### src/rtl/ddc_pkg.sv
// Shared definitions for the DDC receive path and the STM32 parallel-bus interface.
package ddc_pkg;

    localparam int DATA_W = 24;

    // One paired frame, MSB first: RX1 I, RX1 Q, RX2 I, RX2 Q.
    typedef struct packed {
        logic signed [DATA_W-1:0] rx1_i;
        logic signed [DATA_W-1:0] rx1_q;
        logic signed [DATA_W-1:0] rx2_i;
        logic signed [DATA_W-1:0] rx2_q;
    } iq_frame_t;

    localparam int FRAME_W = $bits(iq_frame_t);

    typedef enum logic [3:0] {
        CMD_NOP        = 4'd0,
        CMD_SET_PARAMS = 4'd1,
        CMD_GET_PARAMS = 4'd2,
        CMD_START      = 4'd3,
        CMD_STOP       = 4'd4,
        CMD_RESET      = 4'd5,
        CMD_IQ_SYNC    = 4'd6,
        CMD_IQ_READ    = 4'd7,
        CMD_STATUS     = 4'd8,
        CMD_OVF_CLR    = 4'd9,
        CMD_VERSION    = 4'd10
    } stm32_cmd_e;

endpackage

### src/rtl/iq_frame_fifo.sv
// Synchronous frame FIFO with flush, registered pop output and an explicit level count.
module iq_frame_fifo #(
    parameter int WIDTH = ddc_pkg::FRAME_W,
    parameter int DEPTH = 8
) (
    input  logic                       clk_in,
    input  logic                       reset_n,
    input  logic                       flush_i,
    input  logic                       push_i,
    input  logic [WIDTH-1:0]           push_data_i,
    input  logic                       pop_i,
    output logic [WIDTH-1:0]           rd_data_o,
    output logic                       rd_valid_o,
    output logic                       full_o,
    output logic                       empty_o,
    output logic [$clog2(DEPTH):0]     level_o
);

    localparam int AW = $clog2(DEPTH);
    localparam int LW = AW + 1;

    logic [WIDTH-1:0] mem_q [DEPTH];
    logic [AW-1:0]    wr_ptr_q, wr_ptr_d;
    logic [AW-1:0]    rd_ptr_q, rd_ptr_d;
    logic [LW-1:0]    level_q, level_d;
    logic [WIDTH-1:0] rd_data_q, rd_data_d;
    logic             rd_valid_q, rd_valid_d;
    logic             push_ok, pop_ok;

    assign full_o     = (level_q == LW'(DEPTH));
    assign empty_o    = (level_q == '0);
    assign level_o    = level_q;
    assign rd_data_o  = rd_data_q;
    assign rd_valid_o = rd_valid_q;

    // A pop frees the head slot this edge, so a push into a full FIFO is accepted alongside it.
    always_comb begin
        // NOTE: every output of this block gets a default first so no path leaves a value
        // unassigned, which would otherwise infer a latch.
        pop_ok     = pop_i && !empty_o && !flush_i;
        push_ok    = push_i && !flush_i && (!full_o || pop_ok);
        wr_ptr_d   = wr_ptr_q;
        rd_ptr_d   = rd_ptr_q;
        level_d    = level_q;
        rd_data_d  = rd_data_q;
        rd_valid_d = pop_ok;
        if (flush_i) begin
            wr_ptr_d = '0;
            rd_ptr_d = '0;
            level_d  = '0;
        end else begin
            if (push_ok) wr_ptr_d = wr_ptr_q + AW'(1);
            if (pop_ok) begin
                rd_ptr_d  = rd_ptr_q + AW'(1);
                rd_data_d = mem_q[rd_ptr_q];
            end
            level_d = level_q + LW'(push_ok) - LW'(pop_ok);
        end
    end

    always_ff @(posedge clk_in or negedge reset_n) begin
        // NOTE: sequential state is only ever assigned with <= so every register samples
        // the pre-edge values of its neighbours regardless of statement order.
        if (!reset_n) begin
            wr_ptr_q   <= '0;
            rd_ptr_q   <= '0;
            level_q    <= '0;
            rd_data_q  <= '0;
            rd_valid_q <= 1'b0;
        end else begin
            wr_ptr_q   <= wr_ptr_d;
            rd_ptr_q   <= rd_ptr_d;
            level_q    <= level_d;
            rd_data_q  <= rd_data_d;
            rd_valid_q <= rd_valid_d;
        end
    end

    always_ff @(posedge clk_in or negedge reset_n) begin
        // NOTE: the storage array is reset too, so the block has no undefined state after
        // reset; flush only moves the pointers and leaves stale words unreadable.
        if (!reset_n) begin
            for (int i = 0; i < DEPTH; i++) mem_q[i] <= '0;
        end else if (push_ok) begin
            mem_q[wr_ptr_q] <= push_data_i;
        end
    end

endmodule

### src/rtl/rx_iq_scheduler.sv
// Pairs RX1/RX2 DDC samples into frames, queues them losslessly and serves one frame per
// read request, with sticky overrun/underrun flags.
module rx_iq_scheduler #(
    parameter int DATA_W = ddc_pkg::DATA_W,
    parameter int DEPTH  = 8
) (
    input  logic                       clk_in,
    input  logic                       reset_n,
    input  logic                       rx1_en,
    input  logic                       rx2_en,
    input  logic signed [DATA_W-1:0]   rx1_i,
    input  logic signed [DATA_W-1:0]   rx1_q,
    input  logic signed [DATA_W-1:0]   rx2_i,
    input  logic signed [DATA_W-1:0]   rx2_q,
    input  logic                       rx1_valid,
    input  logic                       rx2_valid,
    input  logic                       rd_req,
    input  logic                       ovf_clr,
    output logic signed [DATA_W-1:0]   out_rx1_i,
    output logic signed [DATA_W-1:0]   out_rx1_q,
    output logic signed [DATA_W-1:0]   out_rx2_i,
    output logic signed [DATA_W-1:0]   out_rx2_q,
    output logic                       out_valid,
    output logic                       iq_overrun,
    output logic                       iq_underrun,
    output logic [$clog2(DEPTH):0]     fifo_level
);

    localparam int FRAME_W = 4 * DATA_W;

    logic                rx1_en_q, rx2_en_q;
    logic                s1_full_q, s1_full_d, s2_full_q, s2_full_d;
    logic [DATA_W-1:0]   s1_i_q, s1_i_d, s1_q_q, s1_q_d;
    logic [DATA_W-1:0]   s2_i_q, s2_i_d, s2_q_q, s2_q_d;
    logic                push_q, push_d;
    logic [FRAME_W-1:0]  frame_q, frame_d;
    logic                ovr_q, ovr_d, udr_q, udr_d;

    logic                mode_flush, cap1, cap2, full1, full2, frame_complete;
    logic                fifo_full, fifo_empty, pop_hit;
    logic [FRAME_W-1:0]  rd_data;

    // Any rx2_en change or RX1 shutdown invalidates frame pairing, so queued data is dropped.
    always_comb begin
        mode_flush     = (rx2_en != rx2_en_q) || (rx1_en_q && !rx1_en);
        cap1           = rx1_en && rx1_valid;
        cap2           = rx1_en && rx2_en && rx2_valid;
        s1_i_d         = cap1 ? rx1_i : s1_i_q;
        s1_q_d         = cap1 ? rx1_q : s1_q_q;
        s2_i_d         = cap2 ? rx2_i : s2_i_q;
        s2_q_d         = cap2 ? rx2_q : s2_q_q;
        full1          = s1_full_q || cap1;
        full2          = s2_full_q || cap2;
        frame_complete = rx1_en && full1 && (!rx2_en || full2);
        s1_full_d      = full1;
        s2_full_d      = full2;
        push_d         = 1'b0;
        frame_d        = frame_q;
        if (mode_flush) begin
            s1_full_d = 1'b0;
            s2_full_d = 1'b0;
            s1_i_d    = '0;
            s1_q_d    = '0;
            s2_i_d    = '0;
            s2_q_d    = '0;
        end else if (frame_complete) begin
            s1_full_d = 1'b0;
            s2_full_d = 1'b0;
            push_d    = 1'b1;
            frame_d   = rx2_en ? {s1_i_d, s1_q_d, s2_i_d, s2_q_d}
                               : {s1_i_d, s1_q_d, {(2 * DATA_W){1'b0}}};
        end
    end

    // A set event in the same cycle as ovf_clr keeps the flag raised.
    always_comb begin
        pop_hit = rd_req && !fifo_empty;
        ovr_d   = (!mode_flush && push_q && fifo_full && !pop_hit) || (ovr_q && !ovf_clr);
        udr_d   = (!mode_flush && rd_req && fifo_empty) || (udr_q && !ovf_clr);
    end

    always_ff @(posedge clk_in or negedge reset_n) begin
        if (!reset_n) begin
            rx1_en_q  <= 1'b0;
            rx2_en_q  <= 1'b0;
            s1_full_q <= 1'b0;
            s2_full_q <= 1'b0;
            s1_i_q    <= '0;
            s1_q_q    <= '0;
            s2_i_q    <= '0;
            s2_q_q    <= '0;
            push_q    <= 1'b0;
            frame_q   <= '0;
            ovr_q     <= 1'b0;
            udr_q     <= 1'b0;
        end else begin
            rx1_en_q  <= rx1_en;
            rx2_en_q  <= rx2_en;
            s1_full_q <= s1_full_d;
            s2_full_q <= s2_full_d;
            s1_i_q    <= s1_i_d;
            s1_q_q    <= s1_q_d;
            s2_i_q    <= s2_i_d;
            s2_q_q    <= s2_q_d;
            push_q    <= push_d;
            frame_q   <= frame_d;
            ovr_q     <= ovr_d;
            udr_q     <= udr_d;
        end
    end

    iq_frame_fifo #(
        .WIDTH (FRAME_W),
        .DEPTH (DEPTH)
    ) u_fifo (
        .clk_in      (clk_in),
        .reset_n     (reset_n),
        .flush_i     (mode_flush),
        .push_i      (push_q),
        .push_data_i (frame_q),
        .pop_i       (rd_req),
        .rd_data_o   (rd_data),
        .rd_valid_o  (out_valid),
        .full_o      (fifo_full),
        .empty_o     (fifo_empty),
        .level_o     (fifo_level)
    );

    assign out_rx1_i   = rd_data[4*DATA_W-1 -: DATA_W];
    assign out_rx1_q   = rd_data[3*DATA_W-1 -: DATA_W];
    assign out_rx2_i   = rd_data[2*DATA_W-1 -: DATA_W];
    assign out_rx2_q   = rd_data[DATA_W-1 -: DATA_W];
    assign iq_overrun  = ovr_q;
    assign iq_underrun = udr_q;

endmodule

### config.mk
export PLATFORM = sky130hd
export DESIGN_NAME = rx_iq_scheduler
export DESIGN_NICKNAME = d
export VERILOG_FILES = /design/src/rtl/ddc_pkg.sv /design/src/rtl/iq_frame_fifo.sv /design/src/rtl/rx_iq_scheduler.sv
export SDC_FILE = /design/constraint.sdc
export NUM_CORES = 2
export LEC_CHECK = 0
export CAP_MARGIN = 15
export CORE_AREA = 3 3 343 345
export CTS_CLUSTER_DIAMETER = 100
export CTS_CLUSTER_SIZE = 40
export DETAILED_ROUTE_END_ITERATION = 16
export DIE_AREA = 0 0 346 348
export SETUP_SLACK_MARGIN = 0.2
export SYNTH_ARGS = -nofsm -noshare
export SYNTH_HDL_FRONTEND = slang
export SYNTH_SLANG_ARGS = --single-unit
### constraint.sdc
create_clock -name clk_in -period 3.24 [get_ports clk_in]
set_clock_uncertainty 0.15 [all_clocks]
set_input_delay 0.324 -clock clk_in [delete_from_list [all_inputs] [get_ports clk_in]]
set_output_delay 0.324 -clock clk_in [all_outputs]
set_load 0.005 [all_outputs]
# Word-level counts from Yosys, hierarchy flattened
# Index checks and enable logic that the tools add are counted.
# totals
reg_bits	1074
wordCells	99
out_inout_bits	103
# op_classes
n_mux	26
addsub	4
magnitude_cmp	3
eq_ne	2
bitwise	3
reduce_logical	36
# ops
operator	n
$bwmux 768	1
$bmux 96 s3	1
$demux 96 s3	1
$mux 96	3
$mux 24	8
$mux 48	1
$logic_and 1x1->1	17
$mux 3	4
$ge 4x4->1 const B	2
$not 3->4	2
$logic_not 1->1	7
$logic_or 1x1->1	7
$add 3x1->3 const B	2
$mux 1	6
$add 4x1->4	1
$eq 4x4->1 const B	1
$logic_not 4->1	1
$lt 4x1->1 const B	1
$mux 4	1
$reduce_and 2->1	2
$reduce_bool 2->1	2
$sub 4x1->4	1
$ne 1x1->1	1
$not 1->1	1

# Depth between registers and ports, before layout
# depth
ltp_word	10
ltp_mapped	15
mapped_depth_nobuf	12

# Hierarchy
# From an unflattened synthesis, not the netlist that was laid out.
# hier_totals
cells_unflattened	3361
hier_area_um2	46435.8
# modules_own_cells
module	area_per_inst_um2	instances	seq_area_each_um2	cells_each
iq_frame_fifo	38638.3	1	21896.0	2764
rx_iq_scheduler	7797.5	1	4979.8	597

# Worst setup path after synthesis
# Ideal clock, no wire load.
# synth_path
path_kind	reg-to-reg
startpoint	register u_fifo.level_q[2] (netlist: u_fifo.level_o[2])
endpoint	register u_fifo.level_q[2] (netlist: u_fifo.level_o[2])
required_time_ns	2.958
arrival_time_ns	3.066
slack_ns	-0.108
stages_incl_launch_ff	15
cell_sequence	dfrtp_1 inv_1 ha_1 or3b_2 nand4_1 buf_2 buf_2 clkbuf_1 inv_1 ha_1 inv_1 ha_1 fa_1 xnor2_1 nor2_1
# synth_between
elab_chain_cells	9
word_cells_on_any_way	11
classes_between	2 x add/sub; 1 x eq/ne; 1 x mux; 7 x reduce/logical
# synth_rtl
item	line_no	rtl
start, declared	iq_frame_fifo.sv:25	logic [LW-1:0] level_q, level_d;
start signal, assigned	iq_frame_fifo.sv:73	level_q <= level_d;
$logic_not 4->1 *	iq_frame_fifo.sv:31	assign empty_o = (level_q == '0);
$logic_not 1->1 *	iq_frame_fifo.sv:40	pop_ok = pop_i && !empty_o && !flush_i;
$logic_and 1x1->1 * (2 in a row)	iq_frame_fifo.sv:40	
named net u_fifo.pop_ok	iq_frame_fifo.sv:28	logic push_ok, pop_ok;
$logic_or 1x1->1	iq_frame_fifo.sv:41	push_ok = push_i && !flush_i && (!full_o || pop_ok);
$logic_and 1x1->1	iq_frame_fifo.sv:41	
$add 4x1->4	iq_frame_fifo.sv:57	level_d = level_q + LW'(push_ok) - LW'(pop_ok);
$sub 4x1->4 *	iq_frame_fifo.sv:57	
$mux 4 *	iq_frame_fifo.sv:47	if (flush_i) begin
named net u_fifo.level_d[2]	iq_frame_fifo.sv:25	
# The timed path passes the listed nets; every way through them passes the cells marked *.
# A chain may end at the register's enable or synchronous reset.

# Worst setup path after layout
# Same ends and word-level chain as after synthesis.

==> qor.txt <==
Total track usage: 0.1752
Setup bufs post-CTS: 0
Worst Max-Slew Pin Slew: 1.025 ns
Final Hold Fails: 0
Initial drt markers: 1627
Fin crit period: 2.816 ns
EDFF count, synth: 0
Gp weighted congestion: 0.7287
Initial antenna violation count: 2
Commonest non-fill, non-tap cell in the layout: dfrtp_1
Die ar.: 120400 um^2
Flop pwr share: 0.589
Ys async rst share: 1.000
Status: finished, final reports clean
Final net count: 3325
Net switching power: 6806 uW
CP required: 3.59 ns
DIE WIDTH: 346 um
Post-CTS Hold Fix Bufs: 2
Clock Tree Buf Depth: 3
Worst-path clk slew: 0.13 ns
Synthesized area per cell: 15.07 um^2
Fill cells: 10253
Largest net degree at the start of global routing: 193
TritonCTS Buffers: 38
RSZ-0062 raised after global routing: false
Post-cts resize count: 0
Dpl cell area: 50620 um^2
Final setup fails: 0
Combinational share of power: 0.132
Synth cell types: 43
Crit path max fanout: 5
P_int: 18250 uW
Clock Sinks: 1074
Non-Filler Instances: 4750
Setup TNS: 0 ns
Synth Warn #: 0
Worst setup EP type: register
Via count: 25126
Critical path class: register to register
Die Y: 348 um
Post-Route WL: 104100 um
Synthesized cell area: 45900 um^2
Slew headroom: 0.3165
Clock power share: 0.279
Via-per-instance ratio: 5.290
Pwr Density: 482.1 nW/um^2
Biggest area consumer among synthesized cells: dfrtp_1
Number of global-route vias before repair: 26509
Top cell type's share of synthesized area: 0.5856
Number of synthesized register bits: 1074
Final Core Density: 0.4538
Final HPWL DP: 65990 um
Ys flop type: dfrtp_1
CTS tree: built
CP peak stage delay: 0.42 ns
Net Sw Frac: 0.2717
Worst setup SP type: register
Initial Util: 0.4008
Peak Freq: 355.1 MHz
Syn-to-layout area delta: 13.21%
Routed length per placed instance: 21.92 um
H-Tree Depth: 2
Cells along the critical path: inv_1 > ha_1 > or3b_4 > nand4_1 > inv_1 > ha_1 > inv_1 > ha_1 > fa_1 > xnor2_1 > nor2_1
Hold crit path type: primary input to async pin
Pre-antenna DRT Iters: 5
Synth area leaders: dfrtp_1 59%, mux2_2 17%, mux4_2 9.4%
Register area share after synthesis: 0.5856
Hold slack: 0.08210 ns
Period utilization: 0.8692
Most frequent cells in the layout: 1071 x dfrtp_1, 708 x mux2_2, 204 x clkdlybuf4s50_1
I/O Pins: 207
Worst path top cell family by delay: adder cells
Mapped Cells: 3045
DRC Markers: 0
Global route total overflow: 0
Leak: 0.02413 uW
Antenna Violating Nets Remaining: 0
Final Instance Area: 51960 um^2
Num rows: 124
Multi-input gate area: 18020 um^2
Placed cells: 4682
Seq. cell area: 26890 um^2
Worst vdd ir: 0.4142 mV
Max Cap Violations: 0
Port Buffers: 206
First-pass GRT wire length: 166100 um
Area of the core: 114500 um^2
Final slew viol count: 0
Clk_lat worst skew: 0.66 ns
Critical path arrival: 3.17 ns
Crit path max-delay cell type: dfrtp_1
Root Buffer Master: clkbuf_16
Layout cells sized above 1: 0.3553
Syn nets: 3158
CP bufs+invs: 3
worst paths after layout:
path / startpoint / endpoint / slack (ns) / depth (start not counted)
max: u_fifo.level_o[2]$_DFF_PN0_ / u_fifo.level_o[2]$_DFF_PN0_ / 0.42 / 11
min: reset_n / u_fifo.rd_data_o[79]$_DFFE_PN0P_ / 0.08 / 2
max reg2reg: u_fifo.level_o[2]$_DFF_PN0_ / u_fifo.level_o[2]$_DFF_PN0_ / 0.42 / 11
min reg2reg: u_fifo.rd_data_o[52]$_DFFE_PN0P_ / u_fifo.rd_data_o[52]$_DFFE_PN0P_ / 0.34 / 2
max in group asynchronous: reset_n / u_fifo.wr_ptr_q[1]$_DFFE_PN0P_ / 1.79 / 4
min in group clk_in: rx2_q[21] / s2_q_q[21]$_DFF_PN0_ / 0.15 / 3
power groups by stage:
| stage | clock network (uW) | logic (uW) | registers, uW |
|---|---|---|---|
| 2_1_floorplan | 0 | 1830 | 14700 |
| 3_3_place_gp | 0 | 3360 | 15000 |
| 3_5_place_dp | 0 | 3390 | 15000 |
| 4_1_cts | 7300 | 3410 | 14800 |
| 5_1_grt | 7740 | 3670 | 14900 |
| 6_report | 7000 | 3300 | 14800 |
metrics by stage:
step           setup slack [ns]  power, uW
6_report                 0.4236      25050
5_1_grt                  0.2488      26300
4_1_cts                  0.4019      25480
3_5_place_dp             0.2289      18420
3_3_place_gp             0.2978      18380
2_1_floorplan            0.2177      16550
synth_stat cells, types with 2 or more instances:
master / number
and3_1: 3
xnor2_1: 2
xor2_1: 4
buf_1: 14
mux4_2: 192
or3b_2: 2
ha_1: 8
dfrtp_1: 1074
inv_1: 10
mux2_2: 708
o21ai_0: 197
buf_4: 24
and2_1: 2
mux2i_1: 192
nor4_4: 3
mux2_4: 40
clkbuf_1: 76
mux2_1: 20
nand2b_1: 50
nand3_1: 5
buf_2: 87
nor2_1: 106
nand4_1: 3
nand2_1: 197
buf_6: 6
a21oi_1: 3
sequential cells by signal, indices dropped and copies added (netlist names), 3 cells and up:
name / count
u_fifo.level_o: 4
s2_i_q: 24
u_fifo.wr_ptr_q: 3
u_fifo.rd_data_o: 96
u_fifo.rd_ptr_q: 3
s1_q_q: 24
s2_q_q: 24
frame_q: 96
s1_i_q: 24
u_fifo.mem_q: 768
area by class of cell:
class                           count  share of cell area
Timing Repair Buffer              334             0.07320
Multi-Input combinational cell   1754              0.3468
Antenna cell                        1          0.00004816
Inverter                           10           0.0007224
Clock inverter                     24            0.006213
Sequential cell                  1074              0.5174
Clock buffer                       41             0.01912
Tap cell                         1512             0.03641
routing by layer:
metal / share of wire / GRT usage / up-vias
li1: - / - / 11253
met1: 0.50 / 0.2672 / 13515
met2: 0.46 / 0.2732 / 287
met3: 0.032 / 0.02386 / 71
met4: 0.013 / 0.02667 / 0
met5: 0 / 0 / -
kinds of logic after synthesis:
group | after synthesis | share of synthesized area
compound gates | 205 | 0.02274
xor+xnor | 7 | 0.001499
fa+ha+maj | 9 | 0.002617
buf+inv | 217 | 0.02306
flops | 1074 | 0.5856
mux | 1152 | 0.3278
simple gates | 381 | 0.03672
Note: power is estimated with default switching activity, not from simulation.
